--- src/rtl/branch_ctrl.sv ---
// branch_ctrl: branch prediction and resolution controller for the RV32I pipeline.
// A table of 2-bit saturating counters predicts in IF. EX resolves the branch
// against the prediction that travelled with it and trains the table. On a
// misprediction it flushes IF/ID and ID/EX and holds a fetch redirect until
// fetch accepts it. It also keeps branch and misprediction counts.
module branch_ctrl #(
  parameter int         BHT_IDX_W = 6,
  parameter logic [1:0] CNT_INIT  = 2'b01
) (
  input  logic        clk,
  input  logic        rst_n,
  input  logic [31:0] if_pc,
  output logic        if_pred_taken,
  input  logic        ex_br_valid,
  input  logic        ex_stall,
  input  logic [31:0] ex_pc,
  input  logic [31:0] ex_target,
  input  logic        ex_pred_taken,
  input  logic        ex_br_en,
  input  logic        fetch_ready,
  output logic        flush_if_id,
  output logic        flush_id_ex,
  output logic        redirect,
  output logic [31:0] redirect_pc,
  output logic [31:0] br_count,
  output logic [31:0] mispred_count
);

  localparam int BHT_SIZE = 1 << BHT_IDX_W;

  typedef enum logic [0:0] {
    IDLE     = 1'b0,
    REDIRECT = 1'b1
  } state_e;

  state_e                 state_q, state_d;
  logic [1:0]             bht_q [BHT_SIZE];
  logic [1:0]             bht_d [BHT_SIZE];
  logic [31:0]            redirect_pc_q, redirect_pc_d;
  logic [31:0]            br_count_q, br_count_d;
  logic [31:0]            mispred_count_q, mispred_count_d;

  logic [BHT_IDX_W-1:0]   if_idx_s;
  logic [BHT_IDX_W-1:0]   ex_idx_s;
  logic                   resolve_s;
  logic                   mispredict_s;
  logic [31:0]            correct_pc_s;
  logic                   in_redirect_s;
  logic                   unused_s;

  // Word-aligned PCs: bits [1:0] and the bits above the index never select an entry.
  assign if_idx_s = if_pc[BHT_IDX_W+1:2];
  assign ex_idx_s = ex_pc[BHT_IDX_W+1:2];
  assign unused_s = ^{if_pc[31:BHT_IDX_W+2], if_pc[1:0]};

  // Resolve once, on the first non-stalled EX cycle; wrong-path branches during a redirect are ignored.
  assign in_redirect_s = (state_q == REDIRECT);
  assign resolve_s     = ex_br_valid & ~ex_stall & ~in_redirect_s;
  assign mispredict_s  = resolve_s & (ex_br_en != ex_pred_taken);
  assign correct_pc_s  = ex_br_en ? ex_target : (ex_pc + 32'd4);

  // Prediction reads the registered table only, so a same-cycle training write is not bypassed.
  assign if_pred_taken = bht_q[if_idx_s][1];

  assign redirect      = in_redirect_s;
  assign flush_if_id   = mispredict_s | in_redirect_s;
  assign flush_id_ex   = mispredict_s | in_redirect_s;
  assign redirect_pc   = redirect_pc_q;
  assign br_count      = br_count_q;
  assign mispred_count = mispred_count_q;

  // Next redirect state and redirect target.
  always_comb begin
    state_d       = state_q;
    redirect_pc_d = redirect_pc_q;
    case (state_q)
      IDLE: begin
        if (mispredict_s) begin
          state_d       = REDIRECT;
          redirect_pc_d = correct_pc_s;
        end else begin
          state_d       = IDLE;
        end
      end
      REDIRECT: begin
        if (fetch_ready) begin
          state_d = IDLE;
        end else begin
          state_d = REDIRECT;
        end
      end
      default: begin
        state_d = IDLE;
      end
    endcase
  end

  // Saturating counter update for the resolving branch's entry.
  always_comb begin
    bht_d = bht_q;
    if (resolve_s) begin
      if (ex_br_en) begin
        if (bht_q[ex_idx_s] != 2'b11) begin
          bht_d[ex_idx_s] = bht_q[ex_idx_s] + 2'd1;
        end else begin
          bht_d[ex_idx_s] = 2'b11;
        end
      end else begin
        if (bht_q[ex_idx_s] != 2'b00) begin
          bht_d[ex_idx_s] = bht_q[ex_idx_s] - 2'd1;
        end else begin
          bht_d[ex_idx_s] = 2'b00;
        end
      end
    end else begin
      bht_d = bht_q;
    end
  end

  // Statistics counters; both wrap naturally at 2^32.
  always_comb begin
    if (resolve_s) begin
      br_count_d = br_count_q + 32'd1;
    end else begin
      br_count_d = br_count_q;
    end
    if (mispredict_s) begin
      mispred_count_d = mispred_count_q + 32'd1;
    end else begin
      mispred_count_d = mispred_count_q;
    end
  end

  // Control and statistics registers.
  always_ff @(posedge clk or negedge rst_n) begin
    if (!rst_n) begin
      state_q         <= IDLE;
      redirect_pc_q   <= 32'd0;
      br_count_q      <= 32'd0;
      mispred_count_q <= 32'd0;
    end else begin
      state_q         <= state_d;
      redirect_pc_q   <= redirect_pc_d;
      br_count_q      <= br_count_d;
      mispred_count_q <= mispred_count_d;
    end
  end

  // Flop-based history table so every entry returns to CNT_INIT on reset.
  always_ff @(posedge clk or negedge rst_n) begin
    if (!rst_n) begin
      for (int k = 0; k < BHT_SIZE; k++) begin
        bht_q[k] <= CNT_INIT;
      end
    end else begin
      bht_q <= bht_d;
    end
  end

endmodule

--- config.mk ---
export PLATFORM = sky130hd
export DESIGN_NAME = branch_ctrl
export DESIGN_NICKNAME = d
export VERILOG_FILES = /design/src/rtl/branch_ctrl.sv
export SDC_FILE = /design/constraint.sdc
export NUM_CORES = 1
export LEC_CHECK = 0
export BUFFER_PORTS_ARGS = -buffer_cell sky130_fd_sc_hd__buf_2
export CAP_MARGIN = 20
export CORE_UTILIZATION = 40
export DETAILED_ROUTE_END_ITERATION = 6
export PLACE_DENSITY = 0.72
export RECOVER_POWER = 100
export SYNTH_ARGS = -nofsm -noshare
export SYNTH_HDL_FRONTEND = slang
export SYNTH_SLANG_ARGS = --single-unit
export TNS_END_PERCENT = 20
--- constraint.sdc ---
create_clock -name clk -period 3.6 [get_ports clk]
set_input_delay 0.72 -clock clk [delete_from_list [all_inputs] [get_ports clk]]
set_output_delay 0.72 -clock clk [all_outputs]
set_load 0.01 [all_outputs]
[Word level (Yosys, flattened, before mapping)]
Index checks and enable logic that the tools add are counted.
Operators by class
  add/subtract/negate cells: 5
  order comparisons: 3
  equal/unequal tests: 2
  mux-type cells: 17
  bitwise operators: 11
  reduce and logical (&&, ||, !) cells: 3
Operators by type and width (number)
  $mux W128: 3
  $bwmux W128: 2
  $and A128 B128 Y128: 1
  $not A128 Y128: 1
  $or A128 B128 Y128: 1
  $add A32 B1 Y32 const B: 2
  $add A32 B3 Y32 const B: 1
  $mux W32: 1
  $bmux W2 S6: 2
  $ge A7 B7 Y1 const B: 2
  $not A6 Y7: 2
  $demux W2 S6: 1
  $mux W2: 5
  $lt A7 B1 Y1 const B: 1
  $and A1 B1 Y1: 3
  $add A2 B1 Y2 const B: 1
  $mux W1: 2
  $ne A2 B2 Y1 const B: 1
  $not A1 Y1: 2
  $pmux W1 S2: 1
  $reduce_and A2 Y1: 1
  $reduce_bool A2 Y1: 1
  $sub A2 B1 Y2 const B: 1
  $logic_and A1 B1 Y1: 1
  2 further kinds: 2
Storage, ports and cells
  bits in registers: 225
  bits of input ports: 103
  output and inout port bits: 100
  word-level logic and storage cells: 109

[Depth between registers and ports, before layout]
Gate-level depths: netlist (run 1).
  word-level depth: 9
  gate-level depth with buffers: 16
  gate-level depth less buffers: 11

[Least setup slack after synthesis (run 1)]
No wires, ideal clock.
  kind: input port to flip-flop
  start: input port ex_pc[3]
  end: register bht_q[33] in the netlist's numbering
  library setup time: 0.133 ns
  data arrival time: 3.429 ns
  data required time: 3.467 ns
  slack: 0.038 ns
  stages: 14
  buffers on the path: 5
  cells stage by stage: buf_2 > buf_6 > buf_2 > mux4_2 > mux2i_1 > nor2_1 > nor3_1 > and3_1 > ha_1 > o21ai_0 > o31a_1 > buf_1 > clkbuf_1 > a21oi_1
On the way
  word-level cells in the longest chain between the ends: 9
  elaborated cells between the ends (all ways): 21
  classes of those cells: 2 x add/sub; 2 x order compare; 1 x eq/ne; 10 x mux; 4 x bitwise; 2 x reduce/logical
Ends and longest elaborated chain
  start, declared: line 16  | input logic [31:0] ex_pc,
  $not A6 Y7 (not written as such) *
  branches (longest 7 deep; another with $sub A2 B1 Y2)
  $mux W128 *: line 102  | if (ex_br_en) begin
  end signal, assigned: line 156  | bht_q <= bht_d;
  end, declared: line 37  | logic [1:0] bht_q [BHT_SIZE];
Every way passes the cells marked *. The select of a mux whose other input is x is not followed.
A chain may end at the register's enable or synchronous reset.

[Worst setup path after layout (run 1)]
  start: input port if_pc[2]
  end: output port if_pred_taken
On the way
  word-level cells in the longest chain between the ends: 4
Ends and longest elaborated chain
  start, declared: line 12  | input logic [31:0] if_pc,
  $not A6 Y7 (not written as such): line 63  | assign if_pred_taken = bht_q[if_idx_s][1];
  $bmux W2 S6: line 63
  $mux W2 (not written as such) (2 in a row): line 63
  end, declared: line 13  | output logic if_pred_taken,
No other way between the ends. The select of a mux whose other input is x is not followed.

==> results of run 1 <==
==> cell families (layout without fill, tap and decap cells) <==
logic type                 after synthesis  in the layout  synth area share, %
adders and majority gates                5              5                0.544
xor gates and xnor gates                89             89                 6.78
buffers and inverters                   78            325                 3.25
muxes                                   69             69                 9.66
and+or+nand+nor                        463            463                 17.7
DFF                                    225            225                 49.6
AOI/OAI and AO/OA                      245            245                 12.4
==> worst max-delay path, delay by kind of cell <==
kind     cells  cell delay, ps
mux          3            1680
buf+inv      3             430
==> Yosys cell counts, types with 2 or more instances <==
cell / number
nor2_1: 237
dfrtp_1: 161
a21oi_1: 146
nand2_1: 90
xnor2_1: 74
dfstp_2: 64
nand3_1: 46
o21ai_0: 42
clkbuf_1: 29
mux2i_1: 27
nand4_1: 22
inv_1: 20
mux4_2: 18
xor2_1: 15
buf_2: 13
mux2_2: 13
nor3_1: 12
and3_1: 11
mux4_1: 11
a22oi_1: 8
o22ai_1: 8
and4_1: 6
nor4_1: 6
or3_1: 6
a221oi_1: 5
a22o_1: 5
and2_1: 5
buf_1: 5
buf_6: 5
ha_1: 5
a221o_1: 4
a31oi_1: 4
nand2b_1: 4
nor2b_1: 4
o22a_1: 4
buf_4: 3
nand3b_1: 3
clkinv_1: 2
nor2_2: 2
o211ai_1: 2
o2bb2ai_1: 2
or2_2: 2
or3b_2: 2
==> cell type report <==
cell class,instances,area share [%]
sequential,225,40.8
multi-input combinational,871,38.7
timing repair buffer,258,10.4
clock buffer,35,5.17
tap,378,3.38
clock inverter,10,0.992
inverter,22,0.590
==> path summary, 6_finish.rpt <==
path | startpoint | end | slack (ps) | depth (start not counted)
worst max-delay path | if_pc[2] | if_pred_taken | 40 | 6
worst min register to register | mispred_count[31] | mispred_count[31] | 470 | 1
max in group asynchronous | rst_n | bht_q[99] | 750 | 2
worst max register to register | bht_q[110] | bht_q[77] | 470 | 11
worst min-delay path | fetch_ready | redirect | 390 | 2
min in group asynchronous | rst_n | br_count[30] | 740 | 1
==> per-layer routing <==
| metal | up-vias | wire length (um) | share of wire, % | global-route usage [%] |
|---|---|---|---|---|
| li1 | 4600 | - | - | - |
| met1 | 4824 | 13500 | 42 | 28.1 |
| met2 | 379 | 15000 | 47 | 35.1 |
| met3 | 87 | 2410 | 7.5 | 4.03 |
| met4 | 0 | 1200 | 3.7 | 8.39 |
| met5 | - | 0 | 0 | 0 |
==> registers in the layout (all words and copies together), names as in the netlist <==
signal,count
bht_q,128
br_count,32
redirect,1
mispred_count,32
redirect_pc,32
==> metrics by stage <==
step	hold WS (ps)	cells	worst slack, ps	total power (W)	TNS (ps)
2_1_floorplan	424	1174	38.2	0.00390	0
3_3_place_gp	456	1754	-126	0.00448	-8610
3_5_place_dp	458	1754	-199	0.00452	-15470
4_1_cts	185	1799	33.0	0.00719	0
5_1_grt	380	1799	6.88	0.00743	0
6_report	390	1799	36.4	0.00710	0
==> where the power goes <==
part	total [W]	internal [W]	switching [W]	leakage (nW)
clock	0.00265	0.00162	0.00104	0.423
sequential	0.00317	0.00292	0.000249	2.80
combinational	0.00127	0.000538	0.000734	2.79
total	0.00710	0.00508	0.00202	6.01
==> results.tsv, run 1 <==
stage	metric	value	unit
grt	grt_pass1_vias	9381	
grt	track_usage	21.5	%
placed_design	place_hpwl	23.0	mm
synth	synth.distinct_cells	64	
clock_network	postCtsHoldBufs	0	
layout	multi_input_area	5410	um^2
sta	finalSetupViolCount	0	
outcome	status	complete, but fails checks	
layout	final_common_cell	nor2_1	
setup_path	slowest_stage	mux4_1	
sta	rsz0062_at_grt	false	
floorplanning	io_pins	203	
route	drtPass1Iterations	6	
sta	tightestPinTransition	1990	ps
synth	syn_area	11500	um^2
clock_network	cts_inserted_buffers	25	
setup_path	cpPeakStageDelay	590	ps
grt	grt_pass1_wl	49.8	mm
setup_path	crit_fanout	16	
clock_network	cts_setup_buffers	0	
route	drc	0	
route	drtIter0Drc	865	
synth	seq_area_frac_synth	49.6	%
outcome	violations	max-capacitance violations, max-slew violations	
route	viasPerCell	5.50	
sta	max-slew-margin-rel	-32.8	%
pwr	power.static_leakage	6.01	nW
layout	final-seq-area	5710	um^2
clock_network	cts_resized	0	
synth	synth-edff-count	0	
sta	slew_viol_final	82	
layout	antenna_cells	0	
flow_run	max_cap_viol_count	1	
placed_design	placed_cell_area	13300	um^2
synth	synthDominantCellAreaShare	35.0	%
layout	final_util	50.0	%
floorplanning	fp.dieW	172	um
grt	grt_max_degree	82	
worst_hold_path	hp-class	input pin to register	
layout	drive_gt1_share	21.5	%
floorplanning	die_h	172	um
synth	async_reset_ff_share	100	%
setup_path	crit_path_start_kind	input pin	
setup_path	crit_chain	buf_2 > buf_12 > mux4_1 > mux4_2 > mux4_2 > clkbuf_2	
layout	num-nets-final	1511	
setup_path	required	2880	ps
placed_design	place_congestion	0.937	
pwr	peakVddDrop	0.371	mV
placed_design	io_buffers	176	
synth	postSynthCellCount	1174	
clock_network	root_buffer	clkbuf_16	
clock_network	insertion_delay	520	ps
floorplanning	start_util	41.1	%
route	avgRoutedWirePerCell	17.9	um
synth	ys_ff_latch	225	
sta	finalCritPeriodShare	99.0	%
setup_path	worstPathArrival	2840	ps
floorplanning	rows	61	
layout	syn2layout_area_growth	21.6	%
route	ant_nets	0	
layout	fillerInstances	2582	
synth	syn_area_per_cell	9.80	um^2
floorplanning	core	28000	um^2
setup_path	path_common_cell	mux4_2	
route	drt_wl_total	32.2	mm
sta	max_freq	281	MHz
synth	synthFlopType	dfrtp_1	
sta	hold_viol	0	
synth	synth_top_area_cell	dfrtp_1	
setup_path	crit_path_end_kind	output pin	
sta	finalCriticalPeriod	3560	ps
clock_network	cts_tree	built	
synth	syn_nets	1282	
layout	fin_area	14000	um^2
pwr	power_density	507	nW/um^2
clock_network	cts_sinks	225	
clock_network	cts_buffer_depth	3	
synth	ys_warn_count	0	
layout	final_cell_mix	nor2_1, dfrtp_1, a21oi_1	
clock_network	htree_levels	1	
grt	grt_remaining_overflow	0	
synth	netlist_top_cells_area	dfrtp_1, dfstp_2, nor2_1	
clock_network	clkTransAtPathRegs	60	ps
route	via_count	9890	
setup_path	path_class	input pin to output pin	
sta	final.setup_skew	14.1	ps
grt	antenna_found_initial	0	
floorplanning	die_area	29400	um^2
Note: power is estimated with default switching activity, not from simulation.
==> run 2, diff against run 1 <==
--- a/config.mk
+++ b/config.mk
@@ -5,6 +5,7 @@
 export SDC_FILE = /design/constraint.sdc
 export NUM_CORES = 1
 export LEC_CHECK = 0
+export ABC_AREA = 1
 export BUFFER_PORTS_ARGS = -buffer_cell sky130_fd_sc_hd__buf_2
 export CAP_MARGIN = 20
 export CORE_UTILIZATION = 40
==> results.tsv, run 2 <==
stage	metric	value	unit
outcome	status	complete, but fails checks	
outcome	violations	max-capacitance violations, max-slew violations	
clock_network	cts_resized	0	
layout	final_common_cell	nand2_1	
synth	postSynthCellCount	1851	
route	ant_nets	0	
pwr	power.static_leakage	7.68	nW
synth	netlist_top_cells_area	dfrtp_1, nand2_1, dfstp_2	
setup_path	r2r_start	redirect	
synth	synth-edff-count	0	
grt	grt_pass1_wl	64.9	mm
synth	async_reset_ff_share	100	%
pwr	peakVddDrop	0.341	mV
clock_network	htree_levels	1	
placed_design	place_congestion	0.965	
synth	yosys-top-cells-count	nand2_1, nor2_1, inv_1	
sta	rsz0062_at_grt	false	
clock_network	insertion_delay	550	ps
floorplanning	die_area	33500	um^2
route	drc	0	
clock_network	postCtsHoldBufs	0	
grt	antenna_found_initial	4	
layout	syn2layout_area_growth	16.5	%
floorplanning	io_pins	203	
layout	drive_gt1_share	11.9	%
synth	synth_top_area_cell	dfrtp_1	
floorplanning	start_util	41.1	%
setup_path	path_class	input pin to output pin	
synth	seq_area_frac_synth	43.6	%
grt	grt_remaining_overflow	0	
grt	grt_pass1_vias	12400	
worst_hold_path	hp-class	input pin to register	
setup_path	crit_path_end_kind	output pin	
pwr	p_total	0.00680	W
layout	fin_cells	2489	
route	drtPass1Iterations	6	
setup_path	worstPathArrival	2640	ps
flow_run	max_cap_viol_count	2	
placed_design	placed_cells	2438	
layout	largest-register	bht_q	
clock_network	clkTransAtPathRegs	60	ps
synth	ys_ff_latch	225	
route	drt_wl_total	40.3	mm
setup_path	crit_path_start_kind	input pin	
placed_design	place_hpwl	27.9	mm
layout	num-nets-final	2139	
placed_design	placed_cell_area	14600	um^2
setup_path	crit_fanout	17	
sta	finalSetupViolCount	0	
clock_network	cts_tree	built	
clock_network	cts_sinks	225	
sta	finalCritPeriodShare	93.4	%
sta	hold_ws	381	ps
synth	syn_area_per_cell	7.07	um^2
setup_path	required	2880	ps
layout	fin_area	15300	um^2
worst_hold_path	min-delay-start	fetch_ready	
route	viasPerCell	5.23	
synth	ys_warn_count	0	
synth	synthFlopType	dfrtp_1	
sta	tightestPinTransition	2910	ps
clock_network	root_buffer	clkbuf_16	
floorplanning	rows	65	
clock_network	cts_setup_buffers	0	
floorplanning	fp.dieW	183	um
synth	syn_area	13100	um^2
sta	fin_tns_setup	0	ps
synth	synth.distinct_cells	40	
route	avgRoutedWirePerCell	16.2	um
setup_path	cpPeakStageDelay	490	ps
placed_design	io_buffers	176	
sta	finalCriticalPeriod	3360	ps
clock_network	cts_buffer_depth	3	
setup_path	slowest_stage	inv_1	
synth	yosysMostFrequentCell	nand2_1	
sta	max-slew-margin-rel	-94.0	%
clock_network	cts_inserted_buffers	26	
sta	final.setup_skew	19.9	ps
synth	synthDominantCellAreaShare	30.8	%
pwr	power_density	445	nW/um^2
layout	final_cell_mix	nand2_1, nor2_1, inv_1	
sta	hold_viol	0	
synth	syn_nets	1959	
setup_path	crit_chain	clkbuf_2 > inv_1 > o21ai_0 > o22ai_1 > inv_1 > o21ai_0 > nand2_1 > nand3_1 > nand3_1 > nand2_1 > buf_2	
layout	largest_reg_flops	128	
sta	slew_viol_final	106	
grt	grt_max_degree	88	
grt	track_usage	24.0	%
floorplanning	core	31900	um^2
sta	max_freq	297	MHz
floorplanning	die_h	183	um
route	drtIter0Drc	1082	
route	via_count	13000	
setup_path	critPathLaunch	if_pc[3]	
-- run 2: worst max-delay path, delay by kind of cell --
kind	cells	cell delay, ps
AOI/OAI and AO/OA	3	610
buffers and inverters	4	960
and+or+nand+nor	4	360
-- run 2: power by group --
| group | switching, W | internal [W] |
|---|---|---|
| sequential | 0.000219 | 0.00285 |
| combinational | 0.000759 | 0.000385 |
| clock | 0.00108 | 0.00151 |
| total | 0.00206 | 0.00474 |
-- run 2: metrics by stage --
step	setup slack, ps	utilization [%]
6_report	236	47.9
5_1_grt	150	47.8
4_1_cts	431	48.3
3_5_place_dp	94.5	45.8
3_3_place_gp	138	45.8
2_1_floorplan	504	-
-- run 2: cell families after synthesis --
family                   share of synthesized area [%]
XOR/XNOR                                          4.62
AND/OR/NAND/NOR                                   34.0
AO/OA/AOI/OAI                                     9.09
buffers and inverters                             8.20
flip-flops                                        43.6
adder cells (fa/ha/maj)                          0.478
-- run 2: area by class of cell --
type,count,area [um^2]
fillers,3244,16600
multi-input cells,1368,6290
flip-flops and latches,225,5710
repair buffers,216,1150
clock buffers,39,751
inverters,194,731
well taps,435,544
clock inverters,9,70.1
diodes,3,7.51
-- run 2: layer usage --
| layer | vias to the layer above | wire length [um] | part of all wire (%) | GRT usage [%] |
|---|---|---|---|---|
| li1 | 6247 | - | - | - |
| met3 | 98 | 3730 | 9.3 | 5.26 |
| met5 | - | 23 | 0.057 | 0 |
| met1 | 6092 | 17400 | 43 | 32.3 |
| met4 | 4 | 985 | 2.4 | 6.93 |
| met2 | 587 | 18200 | 45 | 38.8 |
-- run 2: worst paths after layout --
check,end,slack (ps),depth (start not counted)
max in group asynchronous,redirect_pc[10],710,1
min in group asynchronous,br_count[11],1230,1
min reg2reg,bht_q[122],470,2
max,if_pred_taken,240,11
max reg2reg,mispred_count[8],840,6
min,redirect,380,2
==> run 3, diff against run 2 <==
--- a/config.mk
+++ b/config.mk
@@ -8,9 +8,10 @@
 export ABC_AREA = 1
 export BUFFER_PORTS_ARGS = -buffer_cell sky130_fd_sc_hd__buf_2
 export CAP_MARGIN = 20
+export CORE_MARGIN = 10
 export CORE_UTILIZATION = 40
 export DETAILED_ROUTE_END_ITERATION = 6
-export PLACE_DENSITY = 0.72
+export PLACE_DENSITY = 0.74
 export RECOVER_POWER = 100
 export SYNTH_ARGS = -nofsm -noshare
 export SYNTH_HDL_FRONTEND = slang
==> constraint.sdc (replaced) <==
create_clock -name clk -period 2.8 [get_ports clk]
set_input_delay 0.56 -clock clk [delete_from_list [all_inputs] [get_ports clk]]
set_output_delay 0.56 -clock clk [all_outputs]
set_load 0.01 [all_outputs]
==> results.tsv, run 3 (synthesis results as in run 2) <==
stage	metric	value	unit
layout	drive_gt1_share	14.3	%
clock_network	root_buffer	clkbuf_16	
sta	tightestPinTransition	1960	ps
route	avgRoutedWirePerCell	16.7	um
clock_network	cts_buffer_depth	3	
flow_run	max_cap_viol_count	1	
setup_path	worstPathArrival	2100	ps
route	drtPass1Iterations	7	
layout	num-nets-final	2183	
setup_path	cpPeakStageDelay	320	ps
layout	fin_cells	2539	
setup_path	crit_chain	buf_2 > inv_1 > buf_6 > o21ai_0 > o22ai_1 > inv_1 > o21ai_0 > nand2_1 > nand3_1 > nand3_1 > nand2_1 > buf_2	
pwr	power_frac_seq	43.0	%
setup_path	r2r_cells	7	
pwr	internal_power	0.00647	W
pwr	p_sw_share	29.6	%
placed_design	place_hpwl	31.2	mm
layout	fillerInstances	3154	
placed_design	place_congestion	0.953	
route	drc	16	
pwr	power_density	585	nW/um^2
route	drtIter0Drc	1104	
floorplanning	start_util	40.3	%
floorplanning	core	32500	um^2
grt	track_usage	20.2	%
sta	finalCriticalPeriod	2660	ps
clock_network	clkTransAtPathRegs	60	ps
sta	finalCritPeriodShare	95.1	%
route	drt_wl_total	42.5	mm
layout	final_common_cell	nand2_1	
layout	largest-register	bht_q	
sta	finalSetupViolCount	0	
clock_network	insertion_delay	540	ps
worst_hold_path	hp-class	input pin to register	
grt	grt_max_degree	74	
clock_network	cts_setup_buffers	0	
clock_network	cts_sinks	225	
grt	grt_pass1_vias	12400	
setup_path	slowest_stage	o21ai_0	
setup_path	cp_num_cells	12	
sta	hold_viol	0	
layout	multi_input_area	6310	um^2
layout	largest_reg_flops	128	
worst_hold_path	whs_path_depth	2	
pwr	p_clk_share	40.2	%
clock_network	postCtsHoldBufs	0	
clock_network	cts_tree	built	
setup_path	crit_path_start_kind	input pin	
sta	slew_viol_final	74	
sta	rsz0062_at_grt	false	
pwr	p_sw	0.00272	W
route	via_count	13100	
placed_design	placed_cells	2488	
floorplanning	rows	66	
setup_path	crit_fanout	33	
setup_path	required	2240	ps
setup_path	crit_path_end_kind	output pin	
sta	final.setup_skew	26.7	ps
layout	final-seq-area	5710	um^2
sta	max-slew-margin-rel	-30.7	%
setup_path	path_class	input pin to output pin	
grt	antenna_found_initial	3	
outcome	violations	design-rule violations, max-capacitance violations, max-slew violations	
pwr	peakVddDrop	0.421	mV
floorplanning	fp.dieW	201	um
sta	max_freq	375	MHz
placed_design	io_buffers	176	
grt	grt_remaining_overflow	0	
layout	syn2layout_area_growth	19.8	%
grt	grt_pass1_wl	68.0	mm
pwr	combPwrFrac	16.8	%
setup_path	worst-path-buf-inv	5	
sta	hold_ws	240	ps
pwr	power.static_leakage	7.93	nW
layout	final_cell_mix	nand2_1, nor2_1, inv_1	
setup_path	path_delay_family	buffers and inverters	
clock_network	htree_levels	1	
floorplanning	die_area	40400	um^2
route	viasPerCell	5.15	
clock_network	cts_inserted_buffers	26	
floorplanning	die_h	201	um
outcome	status	complete, but fails checks	
route	ant_nets	0	
floorplanning	io_pins	203	
==> run 3: cell type report <==
class | instances | area share (%)
Sequential cell | 225 | 36.4
Inverter | 194 | 4.67
Clock inverter | 14 | 1.31
Multi-Input combinational cell | 1368 | 40.2
Timing Repair Buffer | 260 | 9.27
Tap cell | 442 | 3.52
Clock buffer | 34 | 4.60
Antenna cell | 2 | 0.0319
==> run 3: what timing repair did <==
| action | 4_1_cts | 5_1_grt |
|---|---|---|
| endpoints found under the setup margin | 0 | 63 |
| gates resized for setup | 0 | 9 |
| hold endpoints to repair | 0 | 0 |
==> run 3: path summary, 6_finish.rpt <==
check                            start                end  slack [ps]
max                           if_pc[2]      if_pred_taken         140
min                        fetch_ready           redirect         240
max reg2reg                   redirect  mispred_count[11]         230
min reg2reg                  bht_q[76]          bht_q[76]         470
max in group asynchronous        rst_n           bht_q[7]         480
min in group asynchronous        rst_n       br_count[12]         560
==> run 3: power by group through the flow <==
| stage | registers, W | logic [W] | clock network, W |
|---|---|---|---|
| final | 0.00395 | 0.00154 | 0.00370 |
| after global routing | 0.00400 | 0.00173 | 0.00390 |
| after CTS | 0.00394 | 0.00160 | 0.00376 |
| after detailed placement | 0.00399 | 0.00159 | 0 |
| after global placement | 0.00397 | 0.00156 | 0 |
| after floorplan | 0.00402 | 0.000772 | 0 |
==> run 3: stage by stage <==
step | utilization [%] | setup slack (ps) | instance area (um^2) | setup TNS, ps | total power, W
after global routing | 48.3 | 7.08 | 15700 | 0 | 0.00962
after global placement | 46.1 | -382 | 15000 | -32480 | 0.00553
after floorplan | - | 33.2 | 13100 | 0 | 0.00480
final | 48.3 | 136 | 15700 | 0 | 0.00919
after CTS | 49.0 | 110 | 15900 | 0 | 0.00930
after detailed placement | 46.1 | -450 | 15000 | -37710 | 0.00558
==> run 3: per-layer routing <==
metal	wire, um	up-vias	track usage, %	part of all wire [%]
li1	-	6354	-	-
met1	18600	6087	27.3	44
met2	19200	541	32.5	45
met3	3630	82	3.79	8.5
met4	1110	2	5.52	2.6
met5	11	-	0	0.026
